## config.mk

```make
export PLATFORM = sky130hd
export DESIGN_NAME = bht_update_ctrl
export DESIGN_NICKNAME = d
export VERILOG_FILES = /design/src/rtl/bht_update_ctrl.sv
export SDC_FILE = /design/constraint.sdc
export NUM_CORES = 1
export LEC_CHECK = 0
export ABC_AREA = 1
export CAP_MARGIN = 20
export CORE_AREA = 2 2 77 79
export CTS_CLUSTER_DIAMETER = 30
export DETAILED_ROUTE_END_ITERATION = 6
export DIE_AREA = 0 0 79 81
export PLACE_DENSITY = 0.56
export SLEW_MARGIN = 20
export SYNTH_ARGS = -nofsm -noshare
export SYNTH_HDL_FRONTEND = slang
export SYNTH_SLANG_ARGS = --single-unit
export TNS_END_PERCENT = 10
```

## constraint.sdc

```tcl
create_clock -name clk -period 2 [get_ports clk]
set_input_delay 0.3 -clock clk [delete_from_list [all_inputs] [get_ports clk]]
set_output_delay 0.3 -clock clk [all_outputs]
set_load 0.005 [all_outputs]
```

## src/rtl/bht_update_ctrl.sv

```systemverilog
// Branch history table update sequencer: sweeps the table to INIT_STATE after reset,
// then turns queued resolved-branch events into read-modify-writes on SRAM port 1.
module bht_update_ctrl #(
    parameter int unsigned      ADDR_W     = 5,
    parameter int unsigned      CNT_W      = 2,
    parameter int unsigned      FIFO_DEPTH = 4,
    parameter logic [CNT_W-1:0] INIT_STATE = 2'b01
) (
    input  logic              clk,
    input  logic              rst,
    input  logic              upd_valid,
    input  logic [ADDR_W-1:0] upd_addr,
    input  logic              upd_taken,
    output logic              upd_ready,
    output logic              sram_csb,
    output logic              sram_web,
    output logic [ADDR_W-1:0] sram_addr,
    output logic [CNT_W-1:0]  sram_din,
    input  logic [CNT_W-1:0]  sram_dout,
    output logic              init_done,
    output logic              busy
);

    localparam int unsigned PTR_W   = $clog2(FIFO_DEPTH);
    localparam int unsigned FCNT_W  = PTR_W + 1;
    localparam int unsigned SWEEP_W = ADDR_W + 1;

    typedef struct packed {
        logic [ADDR_W-1:0] addr;
        logic              taken;
    } upd_t;

    typedef enum logic [1:0] {
        S_INIT,
        S_IDLE,
        S_RD,
        S_WR
    } state_t;

    state_t              r_state;
    state_t              w_state_nxt;
    logic [SWEEP_W-1:0]  r_sweep;
    logic [SWEEP_W-1:0]  w_sweep_nxt;
    logic                r_csb;
    logic                w_csb_nxt;
    logic                r_web;
    logic                w_web_nxt;
    logic [ADDR_W-1:0]   r_addr;
    logic [ADDR_W-1:0]   w_addr_nxt;
    logic [CNT_W-1:0]    r_din;
    logic [CNT_W-1:0]    w_din_nxt;
    logic                r_init_done;
    logic                w_init_done_nxt;

    upd_t                r_fifo [FIFO_DEPTH];
    logic [PTR_W-1:0]    r_wr_ptr;
    logic [PTR_W-1:0]    r_rd_ptr;
    logic [FCNT_W-1:0]   r_count;
    logic                w_full;
    logic                w_empty;
    logic                w_push;
    logic                w_pop;
    upd_t                w_head;

    // 2-bit saturating counter step toward the resolved direction
    function automatic logic [CNT_W-1:0] f_sat(input logic [CNT_W-1:0] v, input logic up);
        if (up) begin
            return (v == {CNT_W{1'b1}}) ? v : v + CNT_W'(1);
        end
        return (v == '0) ? v : v - CNT_W'(1);
    endfunction

    assign w_full    = (r_count == FCNT_W'(FIFO_DEPTH));
    assign w_empty   = (r_count == '0);
    assign upd_ready = r_init_done & ~w_full;
    assign w_push    = upd_valid & upd_ready;
    assign w_head    = r_fifo[r_rd_ptr];
    assign busy      = (r_state != S_IDLE) | ~w_empty;

    assign sram_csb  = r_csb;
    assign sram_web  = r_web;
    assign sram_addr = r_addr;
    assign sram_din  = r_din;
    assign init_done = r_init_done;

    // Event queue payload storage; pointers and occupancy live in the reset domain below
    always_ff @(posedge clk) begin
        if (w_push) begin
            r_fifo[r_wr_ptr] <= {upd_addr, upd_taken};
        end
    end

    always_ff @(posedge clk or posedge rst) begin
        if (rst) begin
            r_wr_ptr <= '0;
            r_rd_ptr <= '0;
            r_count  <= '0;
        end else begin
            if (w_push) begin
                r_wr_ptr <= r_wr_ptr + PTR_W'(1);
            end
            if (w_pop) begin
                r_rd_ptr <= r_rd_ptr + PTR_W'(1);
            end
            case ({w_push, w_pop})
                2'b10:   r_count <= r_count + FCNT_W'(1);
                2'b01:   r_count <= r_count - FCNT_W'(1);
                default: r_count <= r_count;
            endcase
        end
    end

    // State and registered SRAM command
    always_ff @(posedge clk or posedge rst) begin
        if (rst) begin
            r_state     <= S_INIT;
            r_sweep     <= '0;
            r_csb       <= 1'b1;
            r_web       <= 1'b1;
            r_addr      <= '0;
            r_din       <= '0;
            r_init_done <= 1'b0;
        end else begin
            r_state     <= w_state_nxt;
            r_sweep     <= w_sweep_nxt;
            r_csb       <= w_csb_nxt;
            r_web       <= w_web_nxt;
            r_addr      <= w_addr_nxt;
            r_din       <= w_din_nxt;
            r_init_done <= w_init_done_nxt;
        end
    end

    // Next command: the sweep's MSB marks that every entry has been written
    always_comb begin
        w_state_nxt     = r_state;
        w_sweep_nxt     = r_sweep;
        w_csb_nxt       = 1'b1;
        w_web_nxt       = 1'b1;
        w_addr_nxt      = r_addr;
        w_din_nxt       = r_din;
        w_init_done_nxt = r_init_done;
        w_pop           = 1'b0;

        case (r_state)
            S_INIT: begin
                if (!r_sweep[ADDR_W]) begin
                    w_csb_nxt   = 1'b0;
                    w_web_nxt   = 1'b0;
                    w_addr_nxt  = r_sweep[ADDR_W-1:0];
                    w_din_nxt   = INIT_STATE;
                    w_sweep_nxt = r_sweep + SWEEP_W'(1);
                end else begin
                    w_init_done_nxt = 1'b1;
                    w_state_nxt     = S_IDLE;
                end
            end
            S_IDLE: begin
                if (!w_empty) begin
                    w_csb_nxt   = 1'b0;
                    w_addr_nxt  = w_head.addr;
                    w_state_nxt = S_RD;
                end
            end
            S_RD: begin
                w_pop       = 1'b1;
                w_csb_nxt   = 1'b0;
                w_web_nxt   = 1'b0;
                w_din_nxt   = f_sat(sram_dout, w_head.taken);
                w_state_nxt = S_WR;
            end
            S_WR: begin
                if (!w_empty) begin
                    w_csb_nxt   = 1'b0;
                    w_addr_nxt  = w_head.addr;
                    w_state_nxt = S_RD;
                end else begin
                    w_state_nxt = S_IDLE;
                end
            end
            default: begin
                w_state_nxt = S_INIT;
            end
        endcase
    end

endmodule

```

==> results of run 1 <==
flip-flops by register name (all words and copies together), names as in the netlist:
name and count:
r_fifo 24, r_sweep 6, sram_addr 5, r_count 3, r_rd_ptr 2, r_state 2, r_wr_ptr 2, sram_din 2
init_done 1, sram_csb 1, sram_web 1
synthesized netlist by cell type, types with 3 or more instances:
library cell / n / share of area (%)
dfrtp_1: 23 / 26
nand2_2: 5 / 1.4
inv_1: 22 / 3.8
xor2_1: 6 / 2.4
inv_2: 7 / 1.2
ha_1: 6 / 3.4
nor2_2: 3 / 0.86
nand3_1: 21 / 4.8
o21ai_1: 3 / 0.69
edfxtp_1: 24 / 33
nor2_1: 12 / 2.1
a21oi_1: 7 / 1.6
nand2_1: 57 / 9.8
placed cells by master, fill, tap and decap left out, types with 2 or more instances in the layout:
cell type,count
a21oi_1,7
nand3_1,21
inv_6,2
clkdlybuf4s50_1,22
or2_2,2
nand2_2,5
edfxtp_1,24
dfrtp_1,23
xor2_1,6
nand2_1,57
buf_4,9
inv_1,22
nor2_1,12
nor2_2,3
clkbuf_8,5
inv_2,7
o21ai_0,2
o21ai_1,3
dfstp_2,2
ha_1,6
worst max path at each step:
stage | startpoint | to | depth (start not counted)
after floorplan | r_count[0]$_DFFE_PP0P_ | r_count[2]$_DFFE_PP0P_ | 9
after global placement | upd_valid | r_count[2]$_DFFE_PP0P_ | 8
after detailed placement | upd_valid | r_count[2]$_DFFE_PP0P_ | 8
after CTS | r_count[0]$_DFFE_PP0P_ | r_count[2]$_DFFE_PP0P_ | 9
after global routing | r_count[0]$_DFFE_PP0P_ | r_count[2]$_DFFE_PP0P_ | 9
final | r_count[0]$_DFFE_PP0P_ | r_count[2]$_DFFE_PP0P_ | 9
worst max-delay path, delay by kind of cell (launching register included):
kind	cells	cell delay [ns]
buffers and inverters	1	0.07
and+or+nand+nor	2	0.23
xor gates and xnor gates	1	0.16
DFF	1	0.45
adders and majority gates	2	0.52
AOI/OAI and AO/OA	3	0.33
metal layers:
layer	part of all wire (%)	up-vias	GRT usage, %
met2	48	19	21.5
li1	-	740	-
met5	0	-	0
met4	0.91	0	4.14
met1	48	658	16.9
met3	2.6	2	3.67
where the power goes:
| group | switching, mW | internal, mW |
|---|---|---|
| sequential | 0.168 | 1.36 |
| clock | 0.355 | 0.264 |
| combinational | 0.784 | 0.623 |
| total | 1.31 | 2.25 |
area by class of cell:
| class | count | area, sq um |
|---|---|---|
| Timing Repair Buffer | 31 | 288 |
| Clock inverter | 3 | 28.8 |
| Inverter | 29 | 109 |
| Fill cell | 570 | 3050 |
| Clock buffer | 5 | 68.8 |
| Multi-Input combinational cell | 130 | 688 |
| Sequential cell | 49 | 1350 |
| Tap cell | 75 | 93.8 |
logic make-up after synthesis:
| logic type | Yosys count | share of synthesized area, % |
|---|---|---|
| compound gates | 13 | 3.51 |
| buf+inv | 33 | 6.44 |
| mux | 1 | 0.517 |
| simple gates | 102 | 20.4 |
| fa+ha+maj | 7 | 4.37 |
| xor+xnor | 7 | 2.82 |
| flops | 49 | 62.0 |
per-stage QoR:
stage | util, % | cells | hold WS, ns | setup slack (ns) | cell area (sq um)
finish | 46.3 | 322 | 0.342 | 0.124 | 2630
global route | 46.3 | 322 | 0.377 | 0.0335 | 2630
CTS | 46.3 | 322 | 0.347 | 0.115 | 2630
detailed placement | 44.5 | 314 | 0.466 | 0.0586 | 2530
global placement | 44.5 | 314 | 0.467 | 0.109 | 2530
floorplan | - | 212 | 0.326 | 0.184 | 2180
==> results.tsv, run 1 <==
metric	value	unit
status	finished, final reports clean	
cp_cell_sequence	nor2_4, a21oi_4, nand2_2, ha_1, inv_1, fa_1, a21oi_1, o21ai_0, xor2_1	
total_power	3.56	mW
final_max_slew_viol_count	0	
drv_cap	0	
fp-row-count	28	
clk_latency	0.31	ns
yosysUniqueCellTypes	25	
clk_pin_slew	0.09	ns
gp_congestion	0.718	
ios	23	
yosys_warnings	0	
max_freq	533	MHz
slowest_stage	dfrtp_1	
dp_hpwl	2.71	mm
worst_ep_required_time	2.18	ns
r2r_start	r_count[0]$_DFFE_PP0P_	
root_buffer	clkbuf_8	
peakVddDrop	531	uV
ctsResizeCount	0	
crit_arrival	2.06	ns
path_class	reg -> reg	
grt_start_max_net_pins	26	
worst_pin_slew	0.329	ns
numCtsBuffers	5	
numPortBuffers	22	
grt_pass1_wl	6.42	mm
slew_headroom	78.1	%
async_flop_share	51.0	%
hold_path_class	in -> async	
ctsHtreeMaxLevel	2	
r2r_cells	9	
crit_fanout	3	
antenna_cells	0	
initialDrtViolationCount	82	
die_h	81	um
skew	0.00944	ns
worst_setup_path_end_kind	register	
cts_setup_buffers	0	
initial_core_util	38.4	%
period_minus_slack	1.88	ns
dr.pass1.iters	4	
viasPerCell	4.41	
grt_pass1_vias	1422	
yosysSeqAreaShare	62.0	%
die_area	0.00640	sq mm
worstReg2RegEnd	r_count[2]$_DFFE_PP0P_	
cts.sinks	49	
totalWireLength	3.61	mm
antenna_left	0	
setup_tns	0	ns
synth_seq_cells	49	
reg2reg_slack	0.12	ns
tritoncts	yes	
core_area	0.00568	sq mm
grt_util_all_layers	13.1	%
antenna_found_initial	0	
p_per_area	1360	mW/mm^2
rsz0062_at_grt	no	
synth_ff_type	edfxtp_1	
wl_per_cell	11.2	um
setup_viol	0	
final.period_utilization	93.8	%
startpoint_type	register	
syn-cell-area	0.00218	sq mm
drive_above_1_share	15.4	%
area_delta_synth_final	20.6	%
vias	1419	
cp_slowest_stage_delay	0.45	ns
grt-ovfl-total	0	
nets	264	
syn_inst	212	
drcViolationCount	0	
power.leakage	1.18	nW
synth_edf_count	24	
syn_avg_cell_area	10.3	sq um
ctsLongestPathBuffers	2	
die_w	79	um
hold_violations	0	
holdBufCountCts	0	
syn_nets	230	
Power figures use the tool's default switching activity.
==> run 2, diff against run 1 <==
CAP_MARGIN = default   (was 20)
==> results of run 2 <==
The final DEF is identical to that of run 1; final timing and power are the same.
